<file path="config.mk">
export PLATFORM = sky130hd
export DESIGN_NAME = seg_scan_decoder_flat
export DESIGN_NICKNAME = d
export VERILOG_FILES = /design/src/rtl/seg_pkg.sv /design/src/rtl/seg_scan_decoder_if.sv /design/src/rtl/seg_pattern_decode.sv /design/src/rtl/seg_scan_decoder.sv /design/src/flat_wrapper.sv
export SDC_FILE = /design/constraint.sdc
export NUM_CORES = 1
export LEC_CHECK = 0
export BUFFER_PORTS_ARGS = -buffer_cell sky130_fd_sc_hd__buf_2
export CORE_AREA = 5 5 131 133
export CTS_BUF_LIST = sky130_fd_sc_hd__clkbuf_4 sky130_fd_sc_hd__clkbuf_8 sky130_fd_sc_hd__clkbuf_16
export DETAILED_ROUTE_END_ITERATION = 7
export DIE_AREA = 0 0 136 138
export PLACE_DENSITY_LB_ADDON = 0.15
export SETUP_SLACK_MARGIN = 0.1
export SKIP_CTS_REPAIR_TIMING = 1
export SLEW_MARGIN = 30
export SYNTH_ARGS = -nofsm -noshare
export SYNTH_HDL_FRONTEND = slang
export SYNTH_SLANG_ARGS = --single-unit
</file>
<file path="constraint.sdc">
create_clock -name clk -period 6.5 [get_ports clk]
set_input_delay 1.3 -clock clk [delete_from_list [all_inputs] [get_ports clk]]
set_output_delay 1.3 -clock clk [all_outputs]
set_load 0.02 [all_outputs]
</file>
<file path="src/rtl/seg_pkg.sv">
// Shared constants and types for the seven-segment scan decoder:
// segment codes, FSM states, parameter defaults and anode helpers.
package seg_pkg;

    localparam int unsigned SETTLE_DEFAULT  = 4;
    localparam int unsigned TIMEOUT_DEFAULT = 1_000_000;

    // Codes are light[7:1], i.e. {a,b,c,d,e,f,g}, active-low.
    localparam logic [6:0] SEG_CODE_0 = 7'h01;
    localparam logic [6:0] SEG_CODE_1 = 7'h4F;
    localparam logic [6:0] SEG_CODE_2 = 7'h12;
    localparam logic [6:0] SEG_CODE_3 = 7'h06;
    localparam logic [6:0] SEG_CODE_4 = 7'h4C;
    localparam logic [6:0] SEG_CODE_5 = 7'h24;
    localparam logic [6:0] SEG_CODE_6 = 7'h20;
    localparam logic [6:0] SEG_CODE_7 = 7'h0F;
    localparam logic [6:0] SEG_CODE_8 = 7'h00;
    localparam logic [6:0] SEG_CODE_9 = 7'h04;
    localparam logic [6:0] SEG_CODE_A = 7'h08;
    localparam logic [6:0] SEG_CODE_B = 7'h60;
    localparam logic [6:0] SEG_CODE_C = 7'h31;
    localparam logic [6:0] SEG_CODE_D = 7'h42;
    localparam logic [6:0] SEG_CODE_E = 7'h30;
    localparam logic [6:0] SEG_CODE_F = 7'h38;

    localparam logic [6:0] SEG_CODES [16] = '{
        SEG_CODE_0, SEG_CODE_1, SEG_CODE_2, SEG_CODE_3,
        SEG_CODE_4, SEG_CODE_5, SEG_CODE_6, SEG_CODE_7,
        SEG_CODE_8, SEG_CODE_9, SEG_CODE_A, SEG_CODE_B,
        SEG_CODE_C, SEG_CODE_D, SEG_CODE_E, SEG_CODE_F
    };

    typedef enum logic [1:0] {
        BLANK    = 2'd0,
        SETTLING = 2'd1,
        HELD     = 2'd2
    } scan_state_e;

    function automatic logic isOneHotLow(input logic [3:0] an);
        logic result;
        case (an)
            4'b1110, 4'b1101, 4'b1011, 4'b0111: result = 1'b1;
            default:                             result = 1'b0;
        endcase
        return result;
    endfunction

    function automatic logic [1:0] digitIndex(input logic [3:0] an);
        logic [1:0] result;
        case (an)
            4'b1101: result = 2'd1;
            4'b1011: result = 2'd2;
            4'b0111: result = 2'd3;
            default: result = 2'd0;
        endcase
        return result;
    endfunction

endpackage

</file>
<file path="src/rtl/seg_scan_decoder_if.sv">
// Bundle between a multiplexed seven-segment driver (master) and the
// scan decoder (slave) that recovers the displayed hex word.
interface seg_scan_decoder_if;

    logic [3:0]  an;
    logic [7:0]  light;
    logic [15:0] value;
    logic [3:0]  dp;
    logic [3:0]  digit_err;
    logic        valid;
    logic        err;
    logic        frame_done;

    modport master (
        output an, light,
        input  value, dp, digit_err, valid, err, frame_done
    );

    modport slave (
        input  an, light,
        output value, dp, digit_err, valid, err, frame_done
    );

endinterface

</file>
<file path="src/rtl/seg_pattern_decode.sv">
// Combinational lookup from an active-low 7-segment pattern to a hex
// nibble; unknown patterns give nibble 0 with invalid set.
module seg_pattern_decode
    import seg_pkg::*;
(
    input  logic [6:0] pattern_i,
    output logic [3:0] nibble_o,
    output logic       invalid_o
);

    always_comb begin
        nibble_o  = 4'h0;
        invalid_o = 1'b1;
        for (int i = 0; i < 16; i++) begin
            if (pattern_i == SEG_CODES[i]) begin
                nibble_o  = 4'(i);
                invalid_o = 1'b0;
            end
        end
    end

endmodule

</file>
<file path="src/rtl/seg_scan_decoder.sv">
// Sniffs a multiplexed 4-digit seven-segment bus, captures each digit once
// it has been stable for SETTLE cycles, and publishes whole frames.
module seg_scan_decoder
    import seg_pkg::*;
#(
    parameter int unsigned SETTLE  = SETTLE_DEFAULT,
    parameter int unsigned TIMEOUT = TIMEOUT_DEFAULT
) (
    input logic               clk,
    input logic               rst,
    seg_scan_decoder_if.slave bus
);

    localparam logic [7:0]  SETTLE_CNT  = 8'(SETTLE);
    localparam logic [23:0] TIMEOUT_CNT = 24'(TIMEOUT);

    logic [3:0]  anIn_q, anPrev_q;
    logic [7:0]  lightIn_q, lightPrev_q;
    scan_state_e state_q, state_d;
    logic [7:0]  stableCnt_q, stableCnt_d;
    logic [3:0]  capturedMask_q, capturedMask_d;
    logic [15:0] shadowValue_q;
    logic [3:0]  shadowDp_q, shadowErr_q;
    logic [15:0] value_q;
    logic [3:0]  dp_q, digitErr_q;
    logic        err_q, valid_q, frameDone_q;
    logic [23:0] timeoutCnt_q;

    logic        inputChanged, anOneHot, capture, frameComplete;
    logic [1:0]  digitSel;
    logic [3:0]  decNibble;
    logic        decInvalid;

    assign inputChanged  = (anIn_q != anPrev_q) || (lightIn_q != lightPrev_q);
    assign anOneHot      = isOneHotLow(anIn_q);
    assign digitSel      = digitIndex(anIn_q);
    assign frameComplete = (capturedMask_q == 4'hF);

    seg_pattern_decode u_decode (
        .pattern_i (lightIn_q[7:1]),
        .nibble_o  (decNibble),
        .invalid_o (decInvalid)
    );

    // The previous-cycle copies let the FSM see any change on the bus.
    always_ff @(posedge clk or posedge rst) begin
        if (rst) begin
            anIn_q      <= 4'hF;
            lightIn_q   <= 8'hFF;
            anPrev_q    <= 4'hF;
            lightPrev_q <= 8'hFF;
        end else begin
            anIn_q      <= bus.an;
            lightIn_q   <= bus.light;
            anPrev_q    <= anIn_q;
            lightPrev_q <= lightIn_q;
        end
    end

    always_comb begin
        state_d     = state_q;
        stableCnt_d = stableCnt_q;
        capture     = 1'b0;
        unique case (state_q)
            BLANK: begin
                if (anOneHot) begin
                    state_d     = SETTLING;
                    stableCnt_d = 8'd1;
                end else begin
                    stableCnt_d = 8'd0;
                end
            end
            SETTLING: begin
                if (inputChanged) begin
                    if (anOneHot) begin
                        stableCnt_d = 8'd1;
                    end else begin
                        state_d     = BLANK;
                        stableCnt_d = 8'd0;
                    end
                end else if (stableCnt_q + 8'd1 == SETTLE_CNT) begin
                    state_d     = HELD;
                    stableCnt_d = SETTLE_CNT;
                    capture     = 1'b1;
                end else begin
                    stableCnt_d = stableCnt_q + 8'd1;
                end
            end
            HELD: begin
                if (inputChanged) begin
                    if (anOneHot) begin
                        state_d     = SETTLING;
                        stableCnt_d = 8'd1;
                    end else begin
                        state_d     = BLANK;
                        stableCnt_d = 8'd0;
                    end
                end
            end
            default: begin
                state_d     = BLANK;
                stableCnt_d = 8'd0;
            end
        endcase
    end

    // A capture landing in the publish cycle still counts toward the next frame.
    always_comb begin
        capturedMask_d = frameComplete ? 4'h0 : capturedMask_q;
        if (capture) begin
            capturedMask_d[digitSel] = 1'b1;
        end
    end

    always_ff @(posedge clk or posedge rst) begin
        if (rst) begin
            state_q        <= BLANK;
            stableCnt_q    <= 8'd0;
            capturedMask_q <= 4'h0;
            shadowValue_q  <= 16'h0000;
            shadowDp_q     <= 4'h0;
            shadowErr_q    <= 4'h0;
        end else begin
            state_q        <= state_d;
            stableCnt_q    <= stableCnt_d;
            capturedMask_q <= capturedMask_d;
            if (capture) begin
                shadowValue_q[{digitSel, 2'b00} +: 4] <= decNibble;
                shadowDp_q[digitSel]                  <= ~lightIn_q[0];
                shadowErr_q[digitSel]                 <= decInvalid;
            end
        end
    end

    // Completion takes priority over an expiring timeout in the same cycle.
    always_ff @(posedge clk or posedge rst) begin
        if (rst) begin
            value_q      <= 16'h0000;
            dp_q         <= 4'h0;
            digitErr_q   <= 4'h0;
            err_q        <= 1'b0;
            valid_q      <= 1'b0;
            frameDone_q  <= 1'b0;
            timeoutCnt_q <= 24'd0;
        end else begin
            frameDone_q <= 1'b0;
            if (frameComplete) begin
                value_q      <= shadowValue_q;
                dp_q         <= shadowDp_q;
                digitErr_q   <= shadowErr_q;
                err_q        <= |shadowErr_q;
                valid_q      <= 1'b1;
                frameDone_q  <= 1'b1;
                timeoutCnt_q <= 24'd0;
            end else if (valid_q) begin
                if (timeoutCnt_q + 24'd1 == TIMEOUT_CNT) begin
                    valid_q      <= 1'b0;
                    timeoutCnt_q <= 24'd0;
                end else begin
                    timeoutCnt_q <= timeoutCnt_q + 24'd1;
                end
            end
        end
    end

    assign bus.value      = value_q;
    assign bus.dp         = dp_q;
    assign bus.digit_err  = digitErr_q;
    assign bus.err        = err_q;
    assign bus.valid      = valid_q;
    assign bus.frame_done = frameDone_q;

endmodule
</file>
<file path="src/flat_wrapper.sv">
// flat-port wrapper written by rule: the top's interface ports become plain ports
module seg_scan_decoder_flat import seg_pkg::*;
#(
    parameter int unsigned SETTLE  = SETTLE_DEFAULT,
    parameter int unsigned TIMEOUT = TIMEOUT_DEFAULT
)
  (clk, rst, bus_an, bus_light, bus_value, bus_dp, bus_digit_err, bus_valid, bus_err, bus_frame_done);
  seg_scan_decoder_if bus_i ();
  input logic clk;
  input logic rst;
  input wire logic [$bits(bus_i.an)-1:0] bus_an;
  input wire logic [$bits(bus_i.light)-1:0] bus_light;
  output wire logic [$bits(bus_i.value)-1:0] bus_value;
  output wire logic [$bits(bus_i.dp)-1:0] bus_dp;
  output wire logic [$bits(bus_i.digit_err)-1:0] bus_digit_err;
  output wire logic [$bits(bus_i.valid)-1:0] bus_valid;
  output wire logic [$bits(bus_i.err)-1:0] bus_err;
  output wire logic [$bits(bus_i.frame_done)-1:0] bus_frame_done;
  assign bus_i.an = bus_an;
  assign bus_i.light = bus_light;
  assign bus_value = bus_i.value;
  assign bus_dp = bus_i.dp;
  assign bus_digit_err = bus_i.digit_err;
  assign bus_valid = bus_i.valid;
  assign bus_err = bus_i.err;
  assign bus_frame_done = bus_i.frame_done;
  seg_scan_decoder #(.SETTLE(SETTLE), .TIMEOUT(TIMEOUT)) u_core (.clk(clk), .rst(rst), .bus(bus_i));
endmodule
</file>
==> run metrics <==
IO Pins=41; status=completed; hold slack final=between 0.4 and 0.5 ns; clock-pin transition on the worst setup and hold timing paths=roughly 0.05 ns; largest net degree at the start of global routing=65; Max Freq=385.2 MHz; Slowest-stage cell, CP=dfrtp_1; TritonCTS Buffers=17; sequential share of the synthesized area=52.60%; wire length per cell=14.76 µm; cell row count=46; Die Area=18770 µm²; RSZ-0062 raised after global routing=false; Final Max Tran Viols=0; crit path cell chain=buf_2; post-route ant nets=0; leading area contributor after synthesis=dfrtp_1; Synth Instances=between 500 and 600; die height=138 µm; CP top delay family=flip-flops; syn_area_per_cell=between 9 and 10 µm²; worst rel slew slack=about 48%; HPWL after detailed placement=8481 µm; peak supply drop=about 220 µV; # fillers=~1500; # DRC=0; vias in the first global route=between 4000 and 5000; final hold vios=0; Area growth syn-to-layout=18.08%; Seq cells post-synth=about 110; Tcrit/Tclk final=39.94%; CP required=approximately 5.2 ns; pwr dens=267.4 nW/µm²; top post-synthesis cells by area=dfrtp_1 41%, dfstp_2 12%, nand2_1 9.5%; Vias/cell=4.999; CTS tree=done; Placer Congestion=0.8530; layout cell share with drive strength beyond 1=18.04%; Net count, final=630; placed inst area=5808 µm²; most instantiated cells after synthesis=138 x nand2_1, 89 x dfrtp_1, 39 x nor2_1, 30 x xor2_1, 25 x nand3_1; met3 GRT Util=4.136%; Async SR Flop Fraction=100.0%; first drt pass iteration count=6; via count=4184; Startpoint Class=flop; Iteration-0 DRC Markers=approximately 270; CTS H-Tree Depth=4; clock buffer depth=2; cell area after synthesis=5433 µm²; syn nets=595; initial core utilization=between 30 and 40%; Global Route met1 Usage=a little under a fifth; Critical Path End Type=primary output; setup TNS=0 ns; post-synth top area share=between 40% and 50%; GRT busiest layer=met2; most common flop cell mapped by yosys=dfrtp_1; Leak=0.002951 µW; global route overflow=0; GRT Total Usage=between 10 and 15%; CP Buf/Inv Count=1; max cap viols=0; synth warn=0; WS Path Type=flop to primary output; Clock Tree Root=clkbuf_16; final wirelength=~12000 µm; most common cell in the netlist=nand2_1; synth unique cells=approximately 60; CP max FO=14; number of synthesized flops with an enable pin=0; clk_skew=approximately 0.0075 ns; Core Region=around 16000 µm²; Finish-stage setup viols=0; clock latency on the worst-skew pair=between 0.4 and 0.5 ns; met2 Track Usage GR=20.60%; cell area after layout=6415 µm²; die width=136 µm; worst-margin pin slew=0.7829 ns; Port Buffers=40; Hold WC Path Type=flop to flop; crit path DAT=between 1 and 1.5 ns; initial antenna violation count=0; diodes inserted=0; first-pass GRT wire length=roughly 21000 µm; Min Clock Period, post-route=approximately 2.6 ns; # clock sinks=113; CP peak stage delay=0.63 ns
[cell usage in the layout, fill, tap and decap left out, types with 10 or more instances in the layout]
cell type and instances:
o31ai_1 13, o21ai_0 24, nand2_1 138, buf_2 40, clkbuf_16 19, inv_1 16
dfstp_2 24, nand3_1 25, nand4_1 10, nor3_1 10, a21oi_1 11, dfrtp_1 89
xor2_1 30, nor2_1 39
[sequential cells by signal, summed over array words and instances (netlist names), 4 cells and up]
signal / count
u_core.anIn_q: 4
u_core.anPrev_q: 4
u_core.bus.digit_err: 4
u_core.bus.dp: 4
u_core.bus.value: 16
u_core.capturedMask_q: 4
u_core.lightIn_q: 8
u_core.lightPrev_q: 8
u_core.shadowDp_q: 4
u_core.shadowErr_q: 4
u_core.shadowValue_q: 16
u_core.stableCnt_q: 8
u_core.timeoutCnt_q: 24
[through the flow]
| stage | total power, µW | setup WS (ns) | utilization (%) | cells |
|---|---|---|---|---|
| after floorplan | 777.9 | 2.252 | - | 573 |
| after global placement | 793.5 | 3.786 | 36.96 | 805 |
| after detailed placement | 795.8 | 3.745 | 36.96 | 805 |
| after CTS | 1743 | 3.876 | 40.83 | 837 |
| after global routing | 1781 | 3.667 | 40.83 | 837 |
| final | 1715 | 3.904 | 40.83 | 837 |
[cell families after synthesis]
family / Yosys count / share of synthesized area [%]
buffers and inverters: 44 / 3.386
DFF: 113 / 52.60
xor gates and xnor gates: 39 / 6.287
adders and majority gates: 8 / 1.843
muxes: 7 / 1.405
and+or+nand+nor: 278 / 24.09
AOI/OAI and AO/OA: 84 / 10.39
[power breakdown]
part / internal [µW] / switching [µW]
sequential: 720 / 14.1
clock: 625 / 307
combinational: 16.5 / 32.4
total: 1360 / 354
[path summary, 6_finish.rpt]
kind / startpoint / depth (start not counted) / end / slack [ns]
worst min register to register: u_core.anIn_q[0] / 0 / u_core.anPrev_q[0] / 0.40
max in group asynchronous: rst / 3 / u_core.shadowValue_q[7] / 4.29
min in group asynchronous: rst / 2 / u_core.bus.value[10] / 1.06
worst min-delay path: u_core.anIn_q[0] / 0 / u_core.anPrev_q[0] / 0.40
worst max-delay path: u_core.bus.valid / 1 / bus_valid / 3.90
worst max register to register: u_core.lightIn_q[3] / 6 / u_core.shadowErr_q[0] / 3.95
[metal layers]
layer,wire length (µm),up-vias,share of wire (%)
met4,165,0,1.3
met2,5630,82,46
met3,483,12,3.9
met1,6073,2048,49
met5,0,-,0
li1,-,2042,-
[layout make-up]
class / count / area (µm²) / share of cell area, %
clock inverters: 4 / 45.04 / 0.7022
well taps: 216 / 270.3 / 4.213
repair buffers: 43 / 222.7 / 3.472
inverters: 17 / 66.31 / 1.034
clock buffers: 28 / 561.8 / 8.758
flip-flops and latches: 113 / 2858 / 44.55
multi-input cells: 416 / 2391 / 37.27
(Power assumes the default switching activity.)
